`src/rtl/mmio_timer.sv`:
```
// mmio_timer: memory-mapped prescaled timer/compare peripheral.
//
// Answers the data-memory bus as a responder in a 32-byte window at BASE_ADDR.
// Registers: CTRL (EN/AUTORELOAD/IE), COUNT, COMPARE, STATUS (MATCH/OVF, W1C),
// PRESCALE[15:0]. Load data is registered (one-cycle latency, read-old) and is
// zero outside the window so it can be OR-ed with memory read data.
//
// Ports:
//   clk           system clock, rising edge
//   reset         asynchronous active-high reset
//   funct3        access size (b, h, w, bu, hu)
//   dmem_wren     store strobe
//   dmem_address  byte address
//   dmem_data_in  store data, right-aligned
//   dmem_data_out registered load data
//   irq           registered level interrupt
module mmio_timer #(
    parameter logic [31:0] BASE_ADDR = 32'hFFFFFFE0
) (
    input  logic        clk,
    input  logic        reset,
    input  logic [2:0]  funct3,
    input  logic        dmem_wren,
    input  logic [31:0] dmem_address,
    input  logic [31:0] dmem_data_in,
    output logic [31:0] dmem_data_out,
    output logic        irq
);

    localparam logic [2:0] IDX_CTRL     = 3'd0;
    localparam logic [2:0] IDX_COUNT    = 3'd1;
    localparam logic [2:0] IDX_COMPARE  = 3'd2;
    localparam logic [2:0] IDX_STATUS   = 3'd3;
    localparam logic [2:0] IDX_PRESCALE = 3'd4;

    logic [2:0]  ctrl;      // {IE, AUTORELOAD, EN}
    logic [31:0] count;
    logic [31:0] compare;
    logic [1:0]  status;    // {OVF, MATCH}
    logic [15:0] prescale;
    logic [15:0] pcnt;
    logic        tick;      // registered prescaler pulse, consumed the cycle after it is raised

    // ---------------- bus decode ----------------
    logic        hit, aligned, ok, wr;
    logic [2:0]  idx;
    logic [1:0]  lane;

    assign hit  = (dmem_address[31:5] == BASE_ADDR[31:5]);
    assign idx  = dmem_address[4:2];
    assign lane = dmem_address[1:0];

    always_comb begin
        aligned = 1'b0;
        case (funct3)
            3'b000, 3'b100: aligned = 1'b1;
            3'b001, 3'b101: aligned = ~dmem_address[0];
            3'b010:         aligned = (dmem_address[1:0] == 2'b00);
            default:        aligned = 1'b0;
        endcase
    end

    assign ok = hit & aligned;
    assign wr = ok & dmem_wren;

    // Store data replicated across lanes; byte enables pick which lanes land.
    logic [3:0]  be;
    logic [31:0] wdata, wmask;

    always_comb begin
        be    = 4'b0000;
        wdata = dmem_data_in;
        case (funct3[1:0])
            2'b00: begin
                be    = 4'b0001 << lane;
                wdata = {4{dmem_data_in[7:0]}};
            end
            2'b01: begin
                be    = lane[1] ? 4'b1100 : 4'b0011;
                wdata = {2{dmem_data_in[15:0]}};
            end
            2'b10:   be = 4'b1111;
            default: be = 4'b0000;
        endcase
    end

    assign wmask = {{8{be[3]}}, {8{be[2]}}, {8{be[1]}}, {8{be[0]}}};

    // ---------------- read path ----------------
    logic [31:0] rd_reg, rd_shift, ld;

    always_comb begin
        rd_reg = 32'h0;
        case (idx)
            IDX_CTRL:     rd_reg = {29'h0, ctrl};
            IDX_COUNT:    rd_reg = count;
            IDX_COMPARE:  rd_reg = compare;
            IDX_STATUS:   rd_reg = {30'h0, status};
            IDX_PRESCALE: rd_reg = {16'h0, prescale};
            default:      rd_reg = 32'h0;
        endcase
    end

    assign rd_shift = rd_reg >> {lane, 3'b000};

    always_comb begin
        ld = 32'h0;
        case (funct3)
            3'b000:  ld = {{24{rd_shift[7]}}, rd_shift[7:0]};
            3'b100:  ld = {24'h0, rd_shift[7:0]};
            3'b001:  ld = {{16{rd_shift[15]}}, rd_shift[15:0]};
            3'b101:  ld = {16'h0, rd_shift[15:0]};
            3'b010:  ld = rd_reg;
            default: ld = 32'h0;
        endcase
    end

    // ---------------- timer next state ----------------
    logic        is_match, reload, set_match, set_ovf;
    logic [31:0] count_nx;
    logic [2:0]  ctrl_nx;
    logic [31:0] compare_nx;
    logic [1:0]  status_nx, status_clr;
    logic [15:0] prescale_nx, pcnt_nx;
    logic        tick_nx;

    always_comb begin
        is_match  = (count == compare);
        reload    = tick & is_match & ctrl[1];
        set_match = tick & is_match;
        // A reload never counts as overflow; only a real 0xFFFFFFFF+1 does.
        set_ovf   = tick & ~reload & (count == 32'hFFFF_FFFF);

        count_nx = count;
        if (tick)
            count_nx = reload ? 32'h0 : count + 32'd1;
        // Software write wins over increment/reload; the match test above
        // already used the old COUNT.
        if (wr && idx == IDX_COUNT)
            count_nx = (count & ~wmask) | (wdata & wmask);

        compare_nx = compare;
        if (wr && idx == IDX_COMPARE)
            compare_nx = (compare & ~wmask) | (wdata & wmask);

        ctrl_nx = ctrl;
        if (wr && idx == IDX_CTRL && be[0])
            ctrl_nx = wdata[2:0];

        prescale_nx = prescale;
        if (wr && idx == IDX_PRESCALE) begin
            if (be[0]) prescale_nx[7:0]  = wdata[7:0];
            if (be[1]) prescale_nx[15:8] = wdata[15:8];
        end

        status_clr = 2'b00;
        if (wr && idx == IDX_STATUS && be[0])
            status_clr = wdata[1:0];
        // Setting beats clearing when both land on the same edge.
        status_nx = (status & ~status_clr) | {set_ovf, set_match};

        tick_nx = ctrl[0] & (pcnt == prescale);
        if (!ctrl[0])
            pcnt_nx = 16'h0;
        else if (pcnt == prescale)
            pcnt_nx = 16'h0;
        else
            pcnt_nx = pcnt + 16'd1;
    end

    always_ff @(posedge clk or posedge reset) begin
        if (reset) begin
            ctrl          <= '0;
            count         <= '0;
            compare       <= '0;
            status        <= '0;
            prescale      <= '0;
            pcnt          <= '0;
            tick          <= 1'b0;
            dmem_data_out <= '0;
            irq           <= 1'b0;
        end else begin
            ctrl          <= ctrl_nx;
            count         <= count_nx;
            compare       <= compare_nx;
            status        <= status_nx;
            prescale      <= prescale_nx;
            pcnt          <= pcnt_nx;
            tick          <= tick_nx;
            dmem_data_out <= ok ? ld : 32'h0;
            irq           <= ctrl[2] & (|status);
        end
    end

endmodule

```
`config.mk`:
```
export PLATFORM = sky130hd
export DESIGN_NAME = mmio_timer
export DESIGN_NICKNAME = d
export VERILOG_FILES = /design/src/rtl/mmio_timer.sv
export SDC_FILE = /design/constraint.sdc
export NUM_CORES = 1
export LEC_CHECK = 0
export ABC_AREA = 1
export BUFFER_PORTS_ARGS = -buffer_cell sky130_fd_sc_hd__buf_2
export CAP_MARGIN = 20
export CORE_UTILIZATION = 30
export CTS_BUF_LIST = sky130_fd_sc_hd__clkbuf_16
export DETAILED_ROUTE_END_ITERATION = 16
export GPL_TIMING_DRIVEN = 0
export MAX_ROUTING_LAYER = met4
export PLACE_DENSITY_LB_ADDON = 0.3
export RECOVER_POWER = 25
export SYNTH_ARGS = -nofsm -noshare
export SYNTH_HDL_FRONTEND = slang
export SYNTH_SLANG_ARGS = --single-unit
```
`constraint.sdc`:
```
create_clock -name clk -period 7.4 [get_ports clk]
set_clock_uncertainty 0.05 [all_clocks]
set_input_delay 2.22 -clock clk [delete_from_list [all_inputs] [get_ports clk]]
set_output_delay 2.22 -clock clk [all_outputs]
set_load 0.1 [all_outputs]
```
## Word-level counts from Yosys, hierarchy flattened

Cells that the tools add are included.

| storage, ports and cells | value |
|---|---|
| register bits after elaboration | 135 |
| bits in latches | 0 |
| memory bits (writable) | 0 |
| bits in read-only memories | 0 |
| output and inout port bits | 33 |
| word-level logic and storage cells | 77 |
| memories | 0 |

| operators by class | value |
|---|---|
| add/sub/neg operators | 2 |
| multipliers | 0 |
| div/mod/pow operators | 0 |
| magnitude comparators | 0 |
| equality and inequality tests | 14 |
| shifts and indexed selects | 2 |
| multiplexer cells | 13 |
| bitwise logic cells | 19 |
| reductions and logical operators | 17 |

Operators with widths:

| cell | count |
|---|---|
| 32-bit case mux with 5 select lines | 2 |
| 32-bit 2-to-1 mux | 4 |
| 32-bit AND | 3 |
| 32-bit OR | 2 |
| 32-bit case mux with 2 select lines | 1 |
| 32-bit by 1-bit adder with 32-bit output (second input constant) | 1 |
| 32-bit == test | 1 |
| 32-bit == test (second input constant) | 1 |
| 16-bit 2-to-1 mux | 2 |
| 32-bit inverter | 1 |
| 32-bit by 5-bit >> shifter with 16-bit output | 1 |
| 27-bit == test (second input constant) | 1 |
| 16-bit by 1-bit adder with 16-bit output (second input constant) | 1 |
| 16-bit == test | 1 |
| 4-bit case mux with 3 select lines | 1 |
| 3-bit by 2-bit == test with 1-bit output (second input constant) | 3 |
| 3-bit == test (second input constant) | 3 |
| 1-bit AND | 8 |
| 1-bit logical AND | 7 |
| 3-bit by 1-bit == test with 1-bit output (second input constant) | 2 |
| 3-bit zero test | 2 |
| 2-bit OR reduction | 3 |
| 2-bit zero test | 2 |
| 4-bit 2-to-1 mux | 1 |
| 11 further kinds | 13 |

## Depth between registers and ports, before layout

| logic depth | value |
|---|---|
| depth after elaboration | 11 |
| mapped depth | 14 |
| depth with buffers taken out | 13 |

## Worst setup path before layout

No wires, ideal clock.

| path | value |
|---|---|
| kind | in2reg |
| start point | input dmem_address[10] |
| end point | register (tool-made name) |
| library setup time | 0.131 ns |
| data arrival time | 3.374 ns |
| data required time | 7.219 ns |
| path slack | 3.845 ns |
| cell stages on the path | 10 |
| path buffers | 1 |
| cell sequence | nand2_1 nor2_1 nand2_1 nor2_1 nand3b_4 nor3_4 nand2_4 buf_6 nand2_1 o21ai_2 |

RTL lines:

| item | line | source |
|---|---|---|
| start, declared | 24 | `input logic [31:0] dmem_address,` |

## Final worst setup path

| path | value |
|---|---|
| start point | input dmem_address[4] |
| end point | register dmem_data_out[1] |

| between the ends | value |
|---|---|
| longest elaborated chain between the ends | 5 |

RTL lines:

| item | line | source |
|---|---|---|
| 3-bit == test, or another cell as far along | 94 | `case (idx)` |
| 32-bit case mux with 5 select lines * | 94 |  |
| 32-bit by 5-bit >> shifter with 16-bit output | 104 | `assign rd_shift = rd_reg >> {lane, 3'b000};` |
| 32-bit case mux with 5 select lines * | 108 | `case (funct3)` |
| 32-bit 2-to-1 mux * | 190 | `dmem_data_out <= ok ? ld : 32'h0;` |
| end signal, assigned | 190 |  |
| end, declared | 26 | `output logic [31:0] dmem_data_out,` |

Mark *: on every way between the ends. The rest lies on a longest branch, timed or not.
A chain may end at the register's enable or synchronous reset.

==> metrics.cfg <==
[outcome]
outcome = finished, violations left
violations = max-capacitance violations, max-slew violations

[finish]
final_cell_mix = nand2_1, nor2_1, inv_1
final_common_cell = nand2_1
diodes = 0
postLayoutCellArea_sq_um = 11180
drive_gt1_share_pct = 18.72
final_nets = 1577
area_growth_pct = 16.69

[drt]
wl_um = 35130
drc = 0
drtPass1Iterations = 6
via_count = 9613
via_per_inst = 5.009
ant_nets = 0
drt-wirelength-per-cell_um = 18.31
drt_iter0_markers = 877

[clock_network]
cts_root_buf = clkbuf_16
htreeDepth = 4
insertion_delay_ns = 0.43
cts.clk_slew.worst_paths_ns = 0.06
cts_resized = 0
cts_buffers = 17
cts_setup_buffers = 0
cts_tree = yes
clock_path_buffers = 2
postCtsHoldBufs = 0
cts.sinks = 135

[worst_setup_path]
cp_max_fo = 10
endpoint_kind = flip-flop
start_kind = input pin
worstPathArrival_ns = 4.46
required_ns = 7.69
worstSetupPathType = input pin to flip-flop

[timing]
setup_tns_ns = 0
max_clock_freq_mhz = 239.3
timing.final.crit_share_pct = 56.47
finalSetupViolCount = 0
report.final.slew_viol_count = 51
finalHoldViolCount = 0
relSlewSlack_pct = -65.85
tightest_slew_ns = 2.474
period_needed_ns = 4.179
rsz0062_at_grt = false

[placement]
finalWeightedCongestion = 0.9907
numPortBuffers = 101
hpwl_um = 27820
placed_area_sq_um = 10620

[die]
coreArea_sq_um = 31470
die_x_um = 180.7
std_cell_rows = 65
initial_core_util_pct = 30.45
dieArea_sq_um = 32660
pin_count = 103
die_h_um = 180.7

[power_and_ir_drop]
finalPower_mw = 1.732
ir_drop_uv = 141.5
powerDensity_nw_per_um2 = 154.9
leakagePower_nw = 5.273

[global_route]
grt_max_degree = 86
antenna_found_initial = 0
grt_pass1_vias = 9247
grt-ovfl-total = 0
grt_usage_pct = 22.63
grt_pass1_wl_um = 53910

[flow_run]
maxCapViolCount = 1

[min_path]
hold_path_class = flip-flop to flip-flop

[yosys]
synth_area_sq_um = 9583
ys_ff_latch = 135
synth_nets = 1456
ys_seq_area_share_pct = 35.25
yosysUniqueCellTypes = 58
synth_simple_gate_area_share_pct = 36.09
syn_inst = 1384
muxShareOfSynthArea_pct = 0
synth-main-ff-cell = dfrtp_1
syn_avg_cell_area_sq_um = 6.924
ys_async_sr_fraction_pct = 100.0
synthAdderAreaFrac_pct = 0.2611
synth-compound-area-share_pct = 14.41
synth_warnings = 0
synth-xor-area-share_pct = 4.387
synth_edf_count = 0
synth_top_family_by_area = simple AND/OR/NAND/NOR gates

==> metal layers <==
layer	share of wire (%)	GRT usage (%)
met1	44	29.04
met2	46	35.37
met3	6.2	3.507
met4	3.7	9.538
met5	0	-
==> report_power, final <==
| group | switching, mW | leakage (nW) | internal [mW] |
|---|---|---|---|
| clock | 0.349 | 0.278 | 0.491 |
| sequential | 0.00000000552 | 1.83 | 0.738 |
| combinational | 0.114 | 3.16 | 0.0398 |
| total | 0.463 | 5.27 | 1.27 |
==> worst paths after layout <==
check	from	end	slack, ns	cells after the start
setup / recovery	dmem_address[4]	dmem_data_out[1]	3.22	9
hold / removal	status[0]	status[0]	0.46	2
setup reg to reg	flip-flop	flip-flop	5.16	12
hold reg to reg	status[0]	status[0]	0.46	2
max in group asynchronous	reset	asynchronous set/reset pin	3.69	3
min in group asynchronous	reset	pcnt[3]	2.41	2
==> Yosys cell counts, drive strengths merged, types with 12 or more instances <==
| master | number | area, sq um |
|---|---|---|
| nand2 | 366 | 1454 |
| nor2 | 261 | 1079 |
| inv | 165 | 621.8 |
| dfrtp | 135 | 3378 |
| o21ai | 91 | 605.6 |
| a21oi | 68 | 366.6 |
| nand3 | 68 | 402.9 |
| buf | 33 | 234.0 |
| xor2 | 32 | 280.3 |
| nor3 | 27 | 151.4 |
| o22ai | 25 | 162.6 |
| nand4 | 23 | 171.4 |
| xnor2 | 16 | 140.1 |
| nand3b | 12 | 115.1 |
==> stage by stage <==
| stage | cells | hold slack, ns | worst slack [ns] | utilization (%) |
|---|---|---|---|---|
| after detailed placement | 1888 | 0.4462 | 2.846 | 33.75 |
| final | 1919 | 0.4593 | 3.221 | 35.53 |
| after CTS | 1919 | 0.4604 | 3.273 | 35.54 |
| after global routing | 1919 | 0.4927 | 3.177 | 35.53 |
| after global placement | 1887 | 0.4173 | -0.2141 | 33.65 |
| after floorplan | 1384 | 0.4030 | 1.519 | - |
==> critical path, stage by stage <==
cell and delay [ns]:
buf_2 0.12, inv_2 0.11, nand3b_4 0.24, buf_1 0.44
o22ai_1 0.60, o21ai_0 0.15, a21oi_1 0.26, nand3_1 0.12
a21oi_1 0.20
==> cells by family after synthesis <==
| family | count (synthesis) |
|---|---|
| and+or+nand+nor | 770 |
| AOI/OAI and AO/OA | 215 |
| buffers and inverters | 214 |
| DFF | 135 |
| xor gates and xnor gates | 48 |
| adders and majority gates | 2 |
==> cell type report <==
class	count	area (sq um)
inverter	170	645.6
clock inverter	14	136.4
fill	3381	20290
tap	402	503.0
timing repair buffer	102	533.0
multi-input combinational	1035	5285
sequential	135	3378
buffer	44	275.3
clock buffer	17	425.4
(Power assumes the default switching activity.)
